==> config.mk <==
export PLATFORM = sky130hd
export DESIGN_NAME = fetch_ctrl
export DESIGN_NICKNAME = d
export VERILOG_FILES = /design/src/rtl/fetch_ctrl.sv
export SDC_FILE = /design/constraint.sdc
export NUM_CORES = 1
export LEC_CHECK = 0
export ABC_AREA = 1
export BUFFER_PORTS_ARGS = -buffer_cell sky130_fd_sc_hd__buf_2
export CORE_UTILIZATION = 31
export DETAILED_ROUTE_END_ITERATION = 8
export PLACE_DENSITY_LB_ADDON = 0.1
export SYNTH_ARGS = -nofsm -noshare
export SYNTH_HDL_FRONTEND = slang
export SYNTH_SLANG_ARGS = --single-unit
==> constraint.sdc <==
create_clock -name clk -period 5.4 [get_ports clk]
set_input_delay 0.27 -clock clk [delete_from_list [all_inputs] [get_ports clk]]
set_output_delay 0.27 -clock clk [all_outputs]
set_load 0.02 [all_outputs]
==> src/rtl/fetch_ctrl.sv <==
// Dual-issue fetch sequencer: issues 2-word ROM reads, tracks the single
// in-flight read and buffers returned bundles in a small FIFO for decode.
module fetch_ctrl #(
  parameter logic [31:0] RESET_PC = 32'h0000_0000,
  parameter int          DEPTH    = 4,
  parameter int          ADDR_W   = 10
) (
  input  logic                    clk,
  input  logic                    rst,
  output logic [ADDR_W-1:0]       rom_addr,
  input  logic [31:0]             rom_instr1,
  input  logic [31:0]             rom_instr2,
  input  logic                    redirect_valid,
  input  logic [31:0]             redirect_pc,
  input  logic                    halt,
  input  logic                    out_ready,
  output logic                    out_valid,
  output logic                    out_valid2,
  output logic [31:0]             out_pc,
  output logic [31:0]             out_instr1,
  output logic [31:0]             out_instr2,
  output logic [$clog2(DEPTH):0]  fifo_count
);

  localparam int            PW      = $clog2(DEPTH);
  localparam logic [PW:0]   DEPTH_C = (PW+1)'(DEPTH);
  localparam logic [31:0]   NOP     = 32'h0000_0013;

  typedef enum logic {IDLE = 1'b0, RUN = 1'b1} state_t;

  state_t            state;
  logic              inflight;
  logic [ADDR_W-1:0] issued_addr;
  logic [PW-1:0]     wr_ptr;
  logic [PW-1:0]     rd_ptr;
  logic [PW:0]       count;

  logic [31:0] mem_pc [DEPTH];
  logic [31:0] mem_i1 [DEPTH];
  logic [31:0] mem_i2 [DEPTH];
  logic        mem_v2 [DEPTH];

  logic [PW:0] credit_used;
  logic        issue;
  logic        push;
  logic        pop;
  logic        last_word;
  logic        unused_pc_bits;

  // Handshake: a bundle transfers on any cycle where out_valid && out_ready
  // are both high at the rising edge; out_valid never depends on out_ready.

  // The in-flight read already owns a FIFO slot, so the credit check counts it.
  assign credit_used = count + {{PW{1'b0}}, inflight};
  assign issue       = (state == RUN) && !halt && !redirect_valid && (credit_used < DEPTH_C);
  assign push        = inflight && !redirect_valid;
  assign pop         = (count != '0) && out_ready && !redirect_valid;
  assign last_word   = &issued_addr;

  assign unused_pc_bits = ^{redirect_pc[31:ADDR_W+2], redirect_pc[1:0], RESET_PC[31:ADDR_W+2], RESET_PC[1:0]};

  always_ff @(posedge clk or posedge rst) begin
    if (rst) begin
      state       <= IDLE;
      rom_addr    <= RESET_PC[ADDR_W+1:2];
      inflight    <= 1'b0;
      issued_addr <= '0;
      wr_ptr      <= '0;
      rd_ptr      <= '0;
      count       <= '0;
    end else begin
      state <= RUN;
      if (redirect_valid) begin
        rom_addr <= redirect_pc[ADDR_W+1:2];
        inflight <= 1'b0;
        wr_ptr   <= '0;
        rd_ptr   <= '0;
        count    <= '0;
      end else begin
        inflight <= issue;
        if (issue) begin
          issued_addr <= rom_addr;
          rom_addr    <= rom_addr + ADDR_W'(2);
        end
        if (push) wr_ptr <= wr_ptr + PW'(1);
        if (pop)  rd_ptr <= rd_ptr + PW'(1);
        count <= count + {{PW{1'b0}}, push} - {{PW{1'b0}}, pop};
      end
    end
  end

  // Slot 2 of a read at the last ROM word falls outside the ROM.
  always_ff @(posedge clk) begin
    if (push) begin
      mem_pc[wr_ptr] <= {{(30-ADDR_W){1'b0}}, issued_addr, 2'b00};
      mem_i1[wr_ptr] <= rom_instr1;
      mem_i2[wr_ptr] <= last_word ? NOP : rom_instr2;
      mem_v2[wr_ptr] <= !last_word;
    end
  end

  assign out_valid  = (count != '0);
  assign out_valid2 = out_valid && mem_v2[rd_ptr];
  assign out_pc     = out_valid  ? mem_pc[rd_ptr] : 32'h0;
  assign out_instr1 = out_valid  ? mem_i1[rd_ptr] : NOP;
  assign out_instr2 = out_valid2 ? mem_i2[rd_ptr] : NOP;
  assign fifo_count = count;

endmodule
==> impl_summary.txt <==
----------------------------------------------------
[Timing]
  Final period demand of the worst path ... 3.95 ns
  Pins over their slew limit ... 0
  Final cycle utilization of the critical path ... 0.731
  Count of final setup violators ... 0
  Final hold violation count ... 0
  Relative slew slack ... 0.367
  Worst-margin pin slew ... 0.950 ns
  Worst setup skew after layout ... 0.0141 ns
  Sum of negative setup slack ... 0 ns
  Setup repair after global routing missed its margin ... no
  Fmax ... 253 MHz

[Detailed routing]
  Via-per-instance ratio ... 4.45
  First drt pass iteration count ... 4
  Number of DRC violations after detailed routing ... 0
  Total vias in the final route ... 8852
  Number of DRC markers after the initial detailed-route iteration ... 372
  Sum of routed wire length over all layers ... 33.5 mm
  Average wire length per cell after detail routing ... 16.8 um
  Number of antenna-violating nets in the routed design ... 0

[Synthesis]
  List of most frequent post-synthesis cells ... sky130_fd_sc_hd__nor2_1 (304), sky130_fd_sc_hd__edfxtp_1 (300), sky130_fd_sc_hd__o21ai_0 (159), sky130_fd_sc_hd__nand2_1 (115), sky130_fd_sc_hd__a21oi_1 (66)
  Cell types with the largest area share after synthesis ... sky130_fd_sc_hd__edfxtp_1 (66%), sky130_fd_sc_hd__nor2_1 (8.4%), sky130_fd_sc_hd__o21ai_0 (5.9%), sky130_fd_sc_hd__dfrtp_1 (5.3%), sky130_fd_sc_hd__nand2_1 (3.2%)
  Avg Cell Area, Syn ... 11.5 um2
  EDFF count, synth ... 300
  Async SR Flop Fraction ... 0.0881
  Most numerous cell in the Yosys netlist ... sky130_fd_sc_hd__nor2_1
  Share of synthesized area occupied by flip-flops and latches ... 0.717
  Number of library cell types mapped by synthesis ... 28
  Synthesized instance count ... 1180
  Area fraction of the dominant cell type after synthesis ... 0.664
  Cell type contributing the most total cell area after synthesis ... sky130_fd_sc_hd__edfxtp_1
  Synth warn ... 0
  Synth Register Bits ... 329
  Synthesized cell area ... 13600 um2
  Most common flop cell mapped by yosys ... sky130_fd_sc_hd__edfxtp_1

[Die]
  Area of the die ... 44600 um2
  Number of placement rows ... 76
  I/O pins ... 212
  Starting density of the core ... 0.314
  Die Span X ... 211 um
  Die Ht ... 211 um
  Std-Cell Core Area ... 43200 um2

[Status]
  Status ... completed

[Critical path]
  Maximum net fanout on the critical path ... 154
  Required time at the worst-slack endpoint ... 5.13 ns
  Flop2flop setup slack ... 2.93 ns
  Type of element capturing the critical path ... output pin
  Category of the worst setup path launch point ... flop
  Arrival time worst endpoint ... 3.68 ns
  Category of the most critical setup path ... flop to output pin

[GRT]
  Pin count of the biggest net entering global routing ... 155
  Grt ovf ... 0
  Global-route wire length before repair ... 51.2 mm
  Total GRT Usage ... 0.153
  Number of antenna violations at the first check in global routing ... 0
  Vias in the first global route ... 8802

[Worst hold path]
  Kind of path behind the tightest hold check ... primary input to flop

[Final layout]
  Number of nets in the layout ... 1486
  Area grow syn2layout ... 21.4%
  Post-Route Utilization ... 0.382
  Total inserted antenna cells ... 0
  Storage element area ... 9740 um2
  Proportion of layout cells with a drive suffix above 1 ... 0.180
  Total of fill cells in the finished design ... 4306
  Area of the multi-input gates ... 3250 um2

[CTS]
  CTS H-tree lvls ... 2
  CTS Buffer Depth ... 3
  Reg clk slew, reported paths ... 0.06 ns
  Sinks on the clock net ... 329
  Clock tree root buffer cell ... sky130_fd_sc_hd__clkbuf_16
  Number of gates resized after CTS ... 0
  Clock tree from TritonCTS ... yes
  Number of buffers inserted during clock tree synthesis ... 39
  Clock insertion delay at the later pin of the skew report ... 0.54 ns

[Placement]
  Gp weighted congestion ... 0.710
  Placed wire-length estimate ... 17.2 mm
  I/O Buffers ... 167

[Pwr]
  Max rail drop VDD ... 0.170 mV
  Internal power ... 4.79 mW
  Clock share of power ... 0.327
  Relative contribution of sequential cells to total power ... 0.423
  Switching power of the nets ... 2.44 mW
  Relative contribution of combinational cells to total power ... 0.250
  Sw Share ... 0.337
  Leakage component of the power ... 6.32 nW
  Power density normalized to cell area ... 439 nW/um2

[Flow run]
  Number of max-cap violations ... 0

----------------------------------------------------
cell usage in the layout, fill, tap and decap left out, drive strengths merged, types with 29 or more instances in the layout:
master         n
buf          180
dlygate4sd3   42
inv           58
nor2         304
nand2        120
clkbuf        54
edfxtp       300
o21ai        160
a21oi         77
dfrtp         29
worst paths after layout:
path	startpoint	to	cells after the start
max in group asynchronous	rst	rd_ptr[0]	4
worst min-delay path	redirect_pc[3]	rom_addr[1]	5
worst max-delay path	rd_ptr[0]	out_instr2[3]	8
worst max register to register	rd_ptr[1]	rd_ptr[1]	6
worst min register to register	wr_ptr[1]	wr_ptr[1]	2
min in group asynchronous	rst	fifo_count[2]	4
metrics by stage:
stage               hold WS [ns]  std cells  setup WS [ns]  total power [mW]  instance area, um2
floorplan                  0.348       1201           1.07              4.30               13700
global placement           0.372       1879           1.90              4.95               14900
detailed placement         0.374       1879           1.90              4.96               14900
CTS                      0.00536       1989           1.30              7.38               16500
global route              0.0445       1989           1.12              7.63               16500
finish                    0.0373       1989           1.45              7.23               16500
sequential cells by signal, indices dropped and copies added, names as in the netlist, 2 cells and up:
signal,flops
mem_i2,128
mem_v2,4
rom_addr,10
mem_pc,40
mem_i1,128
fifo_count,3
issued_addr,10
rd_ptr,2
wr_ptr,2
routing by layer:
| metal | up-vias | track usage | share of wire |
|---|---|---|---|
| met3 | 45 | 0.0297 | 0.045 |
| met2 | 173 | 0.244 | 0.46 |
| li1 | 4394 | - | - |
| met5 | - | 0 | 0 |
| met4 | 0 | 0.0550 | 0.023 |
| met1 | 4240 | 0.208 | 0.47 |
final cells by class:
class                           count  area share
Clock buffer                       54      0.0652
Clock inverter                     14     0.00357
Inverter                           58      0.0137
Multi-Input combinational cell    727       0.197
Sequential cell                   329       0.591
Tap cell                          585      0.0444
Timing Repair Buffer              222      0.0845
critical path, stage by stage, from the launching register on:
cell	delay, ns
sky130_fd_sc_hd__dfrtp_4	0.78
sky130_fd_sc_hd__inv_8	0.70
sky130_fd_sc_hd__nand2_2	0.09
sky130_fd_sc_hd__nand2_2	0.09
sky130_fd_sc_hd__nand2_2	0.06
sky130_fd_sc_hd__nand2_2	0.09
sky130_fd_sc_hd__nand2_2	0.49
sky130_fd_sc_hd__a21oi_1	0.44
sky130_fd_sc_hd__buf_2	0.23
cell families after synthesis:
kind of cell,after synthesis,share of synthesized area
AOI/OAI and AO/OA,237,0.0907
xor gates and xnor gates,2,0.00129
adders and majority gates,8,0.00793
buffers and inverters,145,0.0513
DFF,329,0.717
other,2,0.000553
and+or+nand+nor,457,0.131
power groups by stage:
| stage | combinational [mW] | clock [mW] | sequential, mW |
|---|---|---|---|
| 4_1_cts | 1.88 | 2.45 | 3.06 |
| 3_3_place_gp | 1.84 | 0 | 3.11 |
| 5_1_grt | 2.03 | 2.53 | 3.08 |
| 6_report | 1.81 | 2.36 | 3.06 |
| 3_5_place_dp | 1.85 | 0 | 3.11 |
| 2_1_floorplan | 1.26 | 0 | 3.04 |
what timing repair did:
item	4_1_cts	5_1_grt
buffers inserted	0	0
hold buffers	42	0
endpoints found under the hold margin	166	0
No activity file was read; power rests on OpenSTA's default activity.
